`config.mk`:
```
export PLATFORM = sky130hd
export DESIGN_NAME = axi_lite_reg_slave
export DESIGN_NICKNAME = d
export VERILOG_FILES = /design/src/rtl/axi_lite_reg_slave.sv
export SDC_FILE = /design/constraint.sdc
export NUM_CORES = 1
export LEC_CHECK = 0
export ABC_CLOCK_PERIOD_IN_PS = 2500
export CAP_MARGIN = 20
export CORE_UTILIZATION = 31
export DETAILED_ROUTE_END_ITERATION = 12
export GPL_ROUTABILITY_DRIVEN = 0
export PLACE_DENSITY = 0.59
export SLEW_MARGIN = 20
export SYNTH_ARGS = -nofsm -noshare
export SYNTH_HDL_FRONTEND = slang
export SYNTH_SLANG_ARGS = --single-unit
```
`constraint.sdc`:
```
create_clock -name s_axi_aclk -period 2.5 [get_ports s_axi_aclk]
set_input_delay 0.625 -clock s_axi_aclk [delete_from_list [all_inputs] [get_ports s_axi_aclk]]
set_output_delay 0.625 -clock s_axi_aclk [all_outputs]
set_load 0.05 [all_outputs]
```
`src/rtl/axi_lite_reg_slave.sv`:
```
// AXI4-Lite responder: three RW data registers plus a read-only count of
// completed OKAY writes. Write and read channels run as independent FSMs.
module axi_lite_reg_slave #(
    parameter int unsigned DATA_WIDTH = 32,
    parameter int unsigned ADDR_WIDTH = 8,
    parameter int unsigned RESP_WIDTH = 3,
    parameter int unsigned BASE_ADDR  = 0
) (
    input  logic                    s_axi_aclk,
    input  logic                    s_axi_aresetn,
    input  logic [ADDR_WIDTH-1:0]   s_axi_awaddr,
    input  logic                    s_axi_awvalid,
    output logic                    s_axi_awready,
    input  logic [DATA_WIDTH-1:0]   s_axi_wdata,
    input  logic [DATA_WIDTH/8:0]   s_axi_wstrb,
    input  logic                    s_axi_wvalid,
    output logic                    s_axi_wready,
    output logic [RESP_WIDTH-1:0]   s_axi_bresp,
    output logic                    s_axi_bvalid,
    input  logic                    s_axi_bready,
    input  logic [ADDR_WIDTH-1:0]   s_axi_araddr,
    input  logic                    s_axi_arvalid,
    output logic                    s_axi_arready,
    output logic [DATA_WIDTH-1:0]   s_axi_rdata,
    output logic [RESP_WIDTH-1:0]   s_axi_rresp,
    output logic                    s_axi_rvalid,
    input  logic                    s_axi_rready
);

    localparam int unsigned NUM_BYTES = DATA_WIDTH / 8;
    localparam logic [RESP_WIDTH-1:0] RESP_OKAY   = RESP_WIDTH'(0);
    localparam logic [RESP_WIDTH-1:0] RESP_SLVERR = RESP_WIDTH'(2);

    typedef enum logic [1:0] {W_IDLE, W_EXEC, W_RESP} wstate_t;
    typedef enum logic       {R_IDLE, R_DATA}         rstate_t;

    // True when the address misses the 16-byte window or is not word aligned
    function automatic logic addr_err(input logic [ADDR_WIDTH-1:0] a);
        logic [31:0] a32;
        a32 = 32'(a);
        return (a32 < BASE_ADDR) || ((a32 - BASE_ADDR) >= 32'd16) || (a[1:0] != 2'b00);
    endfunction

    // Word index of the address within the window
    function automatic logic [1:0] addr_idx(input logic [ADDR_WIDTH-1:0] a);
        return 2'((32'(a) - BASE_ADDR) >> 2);
    endfunction

    wstate_t                 r_wstate;
    rstate_t                 r_rstate;
    logic                    r_awready;
    logic                    r_wready;
    logic                    r_aw_held;
    logic                    r_w_held;
    logic [ADDR_WIDTH-1:0]   r_awaddr;
    logic [DATA_WIDTH-1:0]   r_wdata;
    logic [NUM_BYTES-1:0]    r_wstrb;
    logic [RESP_WIDTH-1:0]   r_bresp;
    logic                    r_bvalid;
    logic                    r_arready;
    logic [DATA_WIDTH-1:0]   r_rdata;
    logic [RESP_WIDTH-1:0]   r_rresp;
    logic                    r_rvalid;
    logic [DATA_WIDTH-1:0]   r_reg0;
    logic [DATA_WIDTH-1:0]   r_reg1;
    logic [DATA_WIDTH-1:0]   r_reg2;
    logic [DATA_WIDTH-1:0]   r_wcount;

    logic [1:0]              w_wr_idx;
    logic                    w_wr_ok;
    logic [1:0]              w_rd_idx;
    logic                    w_rd_err;
    logic [DATA_WIDTH-1:0]   w_rd_data;
    logic                    w_unused_strb;

    // The strobe MSB only exists to match the bus port width
    assign w_unused_strb = s_axi_wstrb[NUM_BYTES];

    // Write decode: OKAY only for an aligned in-window access to REG0..REG2
    assign w_wr_idx = addr_idx(r_awaddr);
    assign w_wr_ok  = !addr_err(r_awaddr) && (w_wr_idx != 2'd3);

    // Read decode and register mux from current state
    assign w_rd_idx = addr_idx(s_axi_araddr);
    assign w_rd_err = addr_err(s_axi_araddr);
    always_comb begin
        w_rd_data = '0;
        case (w_rd_idx)
            2'd0:    w_rd_data = r_reg0;
            2'd1:    w_rd_data = r_reg1;
            2'd2:    w_rd_data = r_reg2;
            default: w_rd_data = r_wcount;
        endcase
    end

    // Write channel FSM: latch AW/W beats, commit, then hold the response
    always_ff @(posedge s_axi_aclk or negedge s_axi_aresetn) begin
        if (!s_axi_aresetn) begin
            r_wstate  <= W_IDLE;
            r_awready <= 1'b0;
            r_wready  <= 1'b0;
            r_aw_held <= 1'b0;
            r_w_held  <= 1'b0;
            r_awaddr  <= '0;
            r_wdata   <= '0;
            r_wstrb   <= '0;
            r_bresp   <= '0;
            r_bvalid  <= 1'b0;
            r_reg0    <= '0;
            r_reg1    <= '0;
            r_reg2    <= '0;
            r_wcount  <= '0;
        end else begin
            case (r_wstate)
                W_IDLE: begin
                    if (r_awready && s_axi_awvalid) begin
                        r_aw_held <= 1'b1;
                        r_awaddr  <= s_axi_awaddr;
                        r_awready <= 1'b0;
                    end else begin
                        r_awready <= !r_aw_held;
                    end
                    if (r_wready && s_axi_wvalid) begin
                        r_w_held <= 1'b1;
                        r_wdata  <= s_axi_wdata;
                        r_wstrb  <= s_axi_wstrb[NUM_BYTES-1:0];
                        r_wready <= 1'b0;
                    end else begin
                        r_wready <= !r_w_held;
                    end
                    if (r_aw_held && r_w_held) begin
                        r_wstate <= W_EXEC;
                    end
                end
                W_EXEC: begin
                    if (w_wr_ok) begin
                        for (int b = 0; b < NUM_BYTES; b++) begin
                            if (r_wstrb[b]) begin
                                case (w_wr_idx)
                                    2'd0:    r_reg0[b*8 +: 8] <= r_wdata[b*8 +: 8];
                                    2'd1:    r_reg1[b*8 +: 8] <= r_wdata[b*8 +: 8];
                                    default: r_reg2[b*8 +: 8] <= r_wdata[b*8 +: 8];
                                endcase
                            end
                        end
                        r_wcount <= r_wcount + DATA_WIDTH'(1);
                    end
                    r_bresp  <= w_wr_ok ? RESP_OKAY : RESP_SLVERR;
                    r_bvalid <= 1'b1;
                    r_wstate <= W_RESP;
                end
                W_RESP: begin
                    if (s_axi_bready) begin
                        r_bvalid  <= 1'b0;
                        r_aw_held <= 1'b0;
                        r_w_held  <= 1'b0;
                        r_awready <= 1'b1;
                        r_wready  <= 1'b1;
                        r_wstate  <= W_IDLE;
                    end
                end
                default: r_wstate <= W_IDLE;
            endcase
        end
    end

    // Read channel FSM: capture on AR handshake, hold until R handshake
    always_ff @(posedge s_axi_aclk or negedge s_axi_aresetn) begin
        if (!s_axi_aresetn) begin
            r_rstate  <= R_IDLE;
            r_arready <= 1'b0;
            r_rdata   <= '0;
            r_rresp   <= '0;
            r_rvalid  <= 1'b0;
        end else begin
            case (r_rstate)
                R_IDLE: begin
                    if (r_arready && s_axi_arvalid) begin
                        r_rdata   <= w_rd_err ? '0 : w_rd_data;
                        r_rresp   <= w_rd_err ? RESP_SLVERR : RESP_OKAY;
                        r_rvalid  <= 1'b1;
                        r_arready <= 1'b0;
                        r_rstate  <= R_DATA;
                    end else begin
                        r_arready <= 1'b1;
                    end
                end
                R_DATA: begin
                    if (s_axi_rready) begin
                        r_rvalid  <= 1'b0;
                        r_arready <= 1'b1;
                        r_rstate  <= R_IDLE;
                    end
                end
                default: r_rstate <= R_IDLE;
            endcase
        end
    end

    assign s_axi_awready = r_awready;
    assign s_axi_wready  = r_wready;
    assign s_axi_bresp   = r_bresp;
    assign s_axi_bvalid  = r_bvalid;
    assign s_axi_arready = r_arready;
    assign s_axi_rdata   = r_rdata;
    assign s_axi_rresp   = r_rresp;
    assign s_axi_rvalid  = r_rvalid;

endmodule

```
==> out/qor.txt, run 1 <==
post-DP HPWL - 12.6 mm
fmax - 425 MHz
slowest stage delay, CP - 0.82 ns
Post-route DRC - 0
Yosys cell types - 38
Fillers - 2699
Int Pwr - 7310 uW
worst vdd ir - 0.000558 V
main combinational cell family by area after synthesis - multiplexers
nets@finish - 780
FFs w/ async S/R, synth - 1.00
min cycle time layout - 2.35 ns
Synth Cell Area - 9020 sq um
Seq/Total Area, Yosys - 0.599
antenna-violating nets left - 0
CP Cell Sequence - clkdlybuf4s50_1
final std cells w/o fill - 1121
Clock Pin Slew Worst Setup and Hold Paths - 0.06 ns
Syn Area/Cell - 15.4 sq um
initial antenna violation count - 0
Ys Warns - 0
Worst Path Buf+Inv - 1
# resized after CTS - 0
Initial Util - 0.314
worst min-delay path category - in -> async
post-synthesis mux area share - 0.256
detailed-route via count - 5342
RSZ-0062 raised after global routing - false
setup_tns - 0 ns
Num CTS Buffers - 25
CTS Sinks - 216
core area - 28700 sq um
Congestion Overflow GR - 0
Post-CTS Setup Repair Bufs - 0
Setup Crit Path Kind - reg -> out
WL final - 19.5 mm
clock network latency to the later pin of the worst-skew pair - 0.52 ns
H-tree Lvls - 1
Seq pwr share - 0.468
die width - 173 um
first-pass GRT wire length - 32.0 mm
Post-Synth XOR/XNOR Area - 0.0301
CTS root buffer - clkbuf_16
Hold Buf Count CTS - 0
Slew Limit Fails - 0
prevailing post-synth register cell - dfrtp_1
Worst-Margin Slew - 0.605 ns
startpoint types - flip-flop
Multi-input gate area - 3510 sq um
placed insts - 1076
Static Leakage - 0.00521 uW
Max Fanout on Critical Path - 2
storage element area - 5410 sq um
number of global-route vias before repair - 5596
P_sw - 2660 uW
adder-cell share of the synthesized area - 0.00139
row cnt - 62
CP endpoint kind - primary output
cell family contributing the most delay on the critical path - buffers and inverters
largest net degree at the start of global routing - 71
Vias/cell - 4.77
Clk pwr share - 0.359
worst path arrival time - 1.73 ns
max-cap check violation count - 0
layout cells sized above 1 - 0.339
Fin. Hold Viols - 0
Gate Count Post-Synth - 586
slew margin rel. - 0.597
complex-gate fraction of the synthesized area - 0.0409
DRT Pass-1 Iters - 4
P&R area growth vs syn - 27.6%
# diodes - 0
Port Buffers - 97
CP max stage cell - clkdlybuf4s50_1
DR iter-0 viols - 248
Finish-stage setup viols - 0
Synth Register Bits - 216
Comb pwr share - 0.173
final core utilization - 0.401
part of the cycle the worst path needs - 0.942
die footprint - 29800 sq um
Post-synth EDFFs - 0
critical path required time - 1.88 ns
CTS tree - done
outcome - complete, no violations
GRT Total Usage - 0.135
drt wl/cell - 17.4 um
I/O pin count - 103
Clock Tree Buf Depth - 3
simple logic cell fraction of the synthesized area - 0.0567
Power Density - 867 nW/um^2
die height - 173 um
switching share of power - 0.267
Layout Skew - 0.0183 ns
-- layout by cell type, fill, tap and decap left out, drive strengths merged --
cell type | netlist | routed
and4 | 1 | 1
nor3 | 6 | 6
buf | 9 | 32
or2 | 2 | 2
nor4 | 4 | 4
or3b | 1 | 1
nor2b | 1 | 1
clkdlybuf4s50 | 0 | 95
nor3b | 3 | 3
mux2 | 141 | 141
o31a | 1 | 1
o32a | 2 | 2
xnor2 | 24 | 24
dfrtp | 216 | 216
clkinvlp | 0 | 1
o21ai | 3 | 3
bufinv | 0 | 2
a21oi | 6 | 6
nor2 | 7 | 7
nand2 | 20 | 20
a21o | 1 | 1
nand4 | 10 | 10
nand3 | 22 | 22
inv | 5 | 6
mux4 | 32 | 32
a22o | 32 | 32
xor2 | 7 | 7
ha | 1 | 1
or4 | 2 | 2
and2 | 1 | 1
clkbuf | 15 | 40
nand2b | 3 | 3
o21a | 1 | 1
and3 | 5 | 5
or4b | 1 | 1
clkinv | 0 | 1
conb | 1 | 4
-- through the flow --
step / instance area, sq um / total power (uW) / hold slack [ns] / setup slack, ns
3_5_place_dp: 10700 / 6510 / 0.462 / 0.160
4_1_cts: 11500 / 10200 / 0.108 / 0.0969
6_report: 11500 / 9980 / 0.104 / 0.146
2_1_floorplan: 9030 / 5780 / 0.329 / 0.0788
5_1_grt: 11500 / 10500 / 0.142 / 0.0407
3_3_place_gp: 10700 / 6460 / 0.463 / 0.154
-- final timing paths --
path	cells after the start	slack [ns]	to	start
worst min register to register	1	0.47	r_wcount[31]$_DFFE_PN0P_	r_wcount[31]$_DFFE_PN0P_
min in group s_axi_aclk	1	0.47	r_wcount[31]$_DFFE_PN0P_	r_wcount[31]$_DFFE_PN0P_
worst max register to register	6	0.16	r_wcount[31]$_DFFE_PN0P_	r_wstate[1]$_DFFE_PN0P_
worst min-delay path	1	0.10	s_axi_rdata[2]$_DFFE_PN0P_	s_axi_aresetn
worst max-delay path	1	0.15	s_axi_rdata[16]	s_axi_rdata[16]$_DFFE_PN0P_
max in group asynchronous	2	1.72	r_wstrb[3]$_DFFE_PN0P_	s_axi_aresetn
-- power by group through the flow --
stage	combinational, uW	clock, uW	sequential (uW)
global placement	1740	0	4720
global route	1880	3860	4790
CTS	1770	3700	4680
finish	1730	3580	4670
floorplan	1090	0	4680
detailed placement	1770	0	4740
-- logic make-up (layout without fill, tap and decap cells) --
group | Yosys count | in the layout
compound gates | 46 | 46
xor+xnor | 31 | 31
fa+ha+maj | 1 | 1
buf+inv | 29 | 177
flops | 216 | 216
mux | 173 | 173
other cells | 1 | 4
simple gates | 89 | 89
-- layer usage --
metal	track usage	share of wire	vias up
met2	0.207	0.45	106
li1	-	-	2434
met4	0.0286	0.018	0
met5	0	0	-
met3	0.0314	0.047	25
met1	0.195	0.49	2777
-- synthesized netlist by cell type, drive strengths merged, types with 3 or more instances --
| cell type | instances | area, sq um |
|---|---|---|
| dfrtp | 216 | 5410 |
| mux2 | 141 | 1590 |
| a22o | 32 | 280 |
| mux4 | 32 | 721 |
| xnor2 | 24 | 210 |
| nand3 | 22 | 110 |
| nand2 | 20 | 75.1 |
| clkbuf | 15 | 56.3 |
| nand4 | 10 | 62.6 |
| buf | 9 | 63.8 |
| nor2 | 7 | 26.3 |
| xor2 | 7 | 61.3 |
| a21oi | 6 | 30.0 |
| nor3 | 6 | 30.0 |
| and3 | 5 | 31.3 |
| inv | 5 | 18.8 |
| nor4 | 4 | 55.1 |
| nand2b | 3 | 18.8 |
| nor3b | 3 | 27.5 |
| o21ai | 3 | 15.0 |
-- flip-flops by register name (all words and copies together) (netlist names) --
register,count
r_aw_held,1
r_awaddr,8
r_reg0,32
r_reg1,32
r_reg2,32
r_rstate,1
r_w_held,1
r_wcount,32
r_wdata,32
r_wstate,2
r_wstrb,4
s_axi_arready,1
s_axi_awready,1
s_axi_bresp,1
s_axi_bvalid,1
s_axi_rdata,32
s_axi_rresp,1
s_axi_rvalid,1
s_axi_wready,1
-- area by class of cell --
| cell class | count | area share |
|---|---|---|
| clock buffer | 40 | 0.0636 |
| timing repair buffer | 127 | 0.112 |
| tap | 384 | 0.0418 |
| clock inverter | 5 | 0.00707 |
| sequential | 216 | 0.470 |
| multi-input combinational | 344 | 0.305 |
| inverter | 5 | 0.00163 |
No activity file was read; power rests on OpenSTA's default activity.
==> inputs of run 2 (changes only) <==
--- a/config.mk
+++ b/config.mk
@@ -6,7 +6,6 @@
 export NUM_CORES = 1
 export LEC_CHECK = 0
 export ABC_CLOCK_PERIOD_IN_PS = 2500
-export CAP_MARGIN = 20
 export CORE_UTILIZATION = 31
 export DETAILED_ROUTE_END_ITERATION = 12
 export GPL_ROUTABILITY_DRIVEN = 0
==> results of run 2 <==
Same layout as run 1: the final DEF is identical, and so are final timing and power.
==> inputs of run 3 (changes only) <==
--- a/config.mk
+++ b/config.mk
@@ -5,11 +5,11 @@
 export SDC_FILE = /design/constraint.sdc
 export NUM_CORES = 1
 export LEC_CHECK = 0
-export ABC_CLOCK_PERIOD_IN_PS = 2500
+export ABC_CLOCK_PERIOD_IN_PS = 2300
 export CORE_UTILIZATION = 31
 export DETAILED_ROUTE_END_ITERATION = 12
 export GPL_ROUTABILITY_DRIVEN = 0
-export PLACE_DENSITY = 0.59
+export PLACE_DENSITY = 0.54
 export SLEW_MARGIN = 20
 export SYNTH_ARGS = -nofsm -noshare
 export SYNTH_HDL_FRONTEND = slang
==> constraint.sdc (replaced) <==
create_clock -name s_axi_aclk -period 2.3 [get_ports s_axi_aclk]
set_input_delay 0.575 -clock s_axi_aclk [delete_from_list [all_inputs] [get_ports s_axi_aclk]]
set_output_delay 0.575 -clock s_axi_aclk [all_outputs]
set_load 0.05 [all_outputs]
==> run 3 against run 2 <==
Compared with the run above: total power is 7.5% higher; register-to-register slack worse by 0.03 ns; sequential power is 9.0% higher; via count is 1.1% higher; die area stayed put; largest power group unchanged; clock-buffer cell count is 3 lower; global-route usage is 0.35 points higher; wire length is 3.7% higher; clock skew is 0.0037 ns higher; critical path depth stayed put; first-iteration DRC count is 37% lower; critical endpoint is now s_axi_rdata[25].
==> out/qor.txt, run 3 (synthesis results as in run 1) <==
Layout Skew - 0.0220 ns
Static Leakage - 0.00551 uW
R2R Path Start - r_awaddr[5]$_DFFE_PN0P_
CTS Sinks - 216
die height - 173 um
cell family contributing the most delay on the critical path - buffers and inverters
initial antenna violation count - 0
commonest non-fill, non-tap cell in the layout - dfrtp_1
min cycle time layout - 2.26 ns
Fillers - 2684
CP max stage cell - clkdlybuf4s50_1
largest net degree at the start of global routing - 61
DR iter-0 viols - 156
R2R Path End - r_wcount[31]$_DFFE_PN0P_
slew margin rel. - 0.645
total power - 10700 uW
layout cells sized above 1 - 0.350
Vias/cell - 4.80
commonest cells after routing, fill and taps aside - dfrtp_1, mux2_2, clkdlybuf4s50_1
Max Fanout on Critical Path - 2
slowest stage delay, CP - 0.80 ns
clock network latency to the later pin of the worst-skew pair - 0.52 ns
CTS root buffer - clkbuf_16
R2R cell count - 6
core area - 28700 sq um
WL final - 20.2 mm
nets@finish - 786
die width - 173 um
first-pass GRT wire length - 33.0 mm
# diodes - 0
part of the cycle the worst path needs - 0.981
Hold Buf Count CTS - 0
Port Buffers - 97
detailed-route via count - 5399
Finish-stage setup viols - 0
R2R setup slack - 0.13 ns
worst vdd ir - 0.000474 V
Post-route DRC - 0
CP Cell Sequence - clkdlybuf4s50_1
I/O pin count - 103
antenna-violating nets left - 0
worst min-delay path category - in -> async
Worst Path Buf+Inv - 1
row cnt - 62
P&R area growth vs syn - 28.2%
H-tree Lvls - 1
GRT Total Usage - 0.139
Initial Util - 0.314
CTS tree - done
Clock Tree Buf Depth - 3
number of global-route vias before repair - 5960
CP endpoint kind - primary output
post-DP HPWL - 13.4 mm
Fin. Hold Viols - 0
Clock Pin Slew Worst Setup and Hold Paths - 0.06 ns
Slew Limit Fails - 0
Post-Place Setup Slack - 0.0229 ns
DRT Pass-1 Iters - 4
Setup Crit Path Kind - reg -> out
startpoint types - flip-flop
RSZ-0062 raised after global routing - false
Worst-Margin Slew - 0.532 ns
drt wl/cell - 18.0 um
Power Density - 928 nW/um^2
critical path required time - 1.73 ns
Num CTS Buffers - 25
outcome - complete, no violations
worst path arrival time - 1.68 ns
die footprint - 29800 sq um
Congestion Overflow GR - 0
max-cap check violation count - 0
setup ws final - 0.0446 ns
fmax - 443 MHz
==> run 3: final cells by class <==
class	count	area [sq um]	area share
clock buffers	37	731	0.0632
clock inverters	6	61.3	0.00530
inverters	5	18.8	0.00162
multi-input cells	344	3510	0.304
flip-flops and latches	216	5410	0.467
well taps	384	480	0.0415
repair buffers	133	1360	0.117
==> run 3: per-layer routing <==
layer  share of wire  up-vias  global-route usage
met4           0.017        0              0.0372
met5               0        -                   0
met2            0.50       99               0.233
met1            0.45     2810               0.184
li1                -     2461                   -
met3           0.042       29              0.0259
==> run 3: report_power, final <==
group / leakage [uW] / switching [uW] / total [uW] / internal (uW)
clock network: 0.000389 / 1470 / 3760 / 2290
logic: 0.00224 / 848 / 1880 / 1040
registers: 0.00288 / 581 / 5090 / 4510
total: 0.00551 / 2890 / 10700 / 7830
==> run 3: metrics by stage <==
stage               hold WS (ns)  cell area (sq um)  setup TNS, ns  utilization  cells
floorplan                  0.279               9030        -0.0443            -    589
global placement           0.465              10700              0        0.374   1081
detailed placement         0.491              10700              0        0.374   1081
CTS                       0.0444              11500              0        0.401   1124
global route              0.0688              11600              0        0.403   1125
finish                    0.0404              11600              0        0.403   1125
==> run 3: repair_timing <==
| action | CTS | global route |
|---|---|---|
| setup buffers | 0 | 1 |
| endpoints found under the setup margin | 12 | 22 |
| resized for setup | 12 | 18 |
| pin swaps | 0 | 2 |
| cloned | 0 | 0 |
| endpoints found under the hold margin | 0 | 0 |
==> run 3: worst max path at each step <==
stage                                startpoint                     endpoint  slack, ns  cells after the start
floorplan               r_wstate[1]$_DFFE_PN0P_     r_wcount[27]$_DFFE_PN0P_      -0.02                      7
global placement                s_axi_araddr[0]  s_axi_rdata[18]$_DFFE_PN0P_       0.05                      5
detailed placement              s_axi_araddr[0]  s_axi_rdata[14]$_DFFE_PN0P_       0.02                      5
CTS                   s_axi_arready$_DFFE_PN0P_                s_axi_arready      0.004                      1
global route        s_axi_rdata[25]$_DFFE_PN0P_              s_axi_rdata[25]      0.002                      1
finish              s_axi_rdata[25]$_DFFE_PN0P_              s_axi_rdata[25]       0.04                      1
==> RTL change: new RTL, settings of run 2 <==
The 3 states of `wstate_t` get a one-hot encoding in 3 bits.
--- a/src/rtl/axi_lite_reg_slave.sv
+++ b/src/rtl/axi_lite_reg_slave.sv
@@ -32,5 +32,5 @@
     localparam logic [RESP_WIDTH-1:0] RESP_SLVERR = RESP_WIDTH'(2);
 
-    typedef enum logic [1:0] {W_IDLE, W_EXEC, W_RESP} wstate_t;
+    typedef enum logic [2:0] {W_IDLE = 3'b001, W_EXEC = 3'b010, W_RESP = 3'b100} wstate_t;
     typedef enum logic       {R_IDLE, R_DATA}         rstate_t;
 
Function: no difference found for any inputs over 4 cycles, from zero or initial values and one cycle with s_axi_aresetn low; so few cycles prove little.
==> RTL change against run 2 <==
Maximum frequency barely moved. Sequential cell count rose by 1. Final cell count fell by 0.27%. Power rose by 0.68%. Largest cell class unchanged. Routed wire length fell by 1.3%. Area after synthesis rose by 1.5%. Design area rose by 0.37%. Worst setup slack got worse by 0.0022 ns.
==> RTL change: results (changes against run 2) <==
Critical path:
- The worst register-to-register path begins at r_awaddr[0].
- The endpoint identified for the worst register-to-register timing path is r_reg0[6].
- The depth of the most critical reg-to-reg path came to 4 (-2).
- The most critical setup path has its startpoint at s_axi_rdata[5].
- The minimum setup slack among reg-to-reg paths is 0.21 ns (+0.05 ns).

Timing:
- The slew of the pin with the lowest slew margin is 0.569 ns (-0.0356 ns).
- The highest clock rate was 424 MHz (about the same).
- The smallest hold slack is 0.0306 ns (-0.0738 ns).

Global routing:
- The met2 capacity usage during global routing is 21.3% (+0.63 points).
- The global-route met3 utilization was 3.05% (-0.096 points).
- The pin count of the biggest net entering global routing is 66 (-7.0%).
- The total global routing track utilization is 13.4% (-0.17 points).

Route:
- The length of routed met3 wiring is 944 µm (+2.4%).
- The total routed wire length on the met1 layer is 9.00 mm (-5.2%).
- The average vias per placed instance was 4.74 (-0.44%).
- The routed length on met2 is 8.90 mm (+1.9%).
- The DRC marker count from the first detailed-route iteration is 223 (-10%).

Synth:
- The commonest cells after synthesis are sky130_fd_sc_hd__dfrtp_1 (216), sky130_fd_sc_hd__mux2_2 (136), sky130_fd_sc_hd__a22o_1 (32), sky130_fd_sc_hd__mux4_2 (32), sky130_fd_sc_hd__nand2_1 (17).
- The cell count after synthesis is 604 (+3.1%).
- The post-synthesis sequential area ratio is 59.3% (-0.61 points).
- The count of unique library cells instantiated by Yosys came to 42 (+11%).

Status:
- The run finished with clean final reports.

Power:
- The static leakage is 5.25 nW (+0.69%).

Cells and area:
- The share of post-route cells with drive strength above 1 is 33.7% (-0.27 points).
- The final net count was 778 (-0.26%).
- The number of standard cells in the final layout excluding fillers is 1118 (-0.27%).

Clocking:
- The TritonCTS buffer count is 24 (-4.0%).
[RTL change: kinds of logic after synthesis]
logic type	after synthesis	share of synthesized area, %
AO/OA/AOI/OAI	45	4.28
flip-flops	217	59.3
other	1	0.0409
adder cells (fa/ha/maj)	1	0.137
buffers and inverters	36	1.78
multiplexers	173	25.2
XOR/XNOR	31	2.96
AND/OR/NAND/NOR	100	6.30
[RTL change: power breakdown]
part	internal (mW)	leakage, nW	switching, mW	total, mW
Clock	2.38	0.418	1.39	3.77
Sequential	4.11	2.90	0.533	4.64
Combinational	0.857	1.93	0.771	1.63
[RTL change: layout make-up]
cell class | count | area [µm²] | area share [%]
Sequential cell | 217 | 5430 | 47.0
Multi-Input combinational cell | 354 | 3590 | 31.1
Timing Repair Buffer | 110 | 1160 | 10.0
Clock buffer | 35 | 713 | 6.17
Tap cell | 384 | 480 | 4.16
Clock inverter | 8 | 143 | 1.23
Inverter | 10 | 37.5 | 0.325
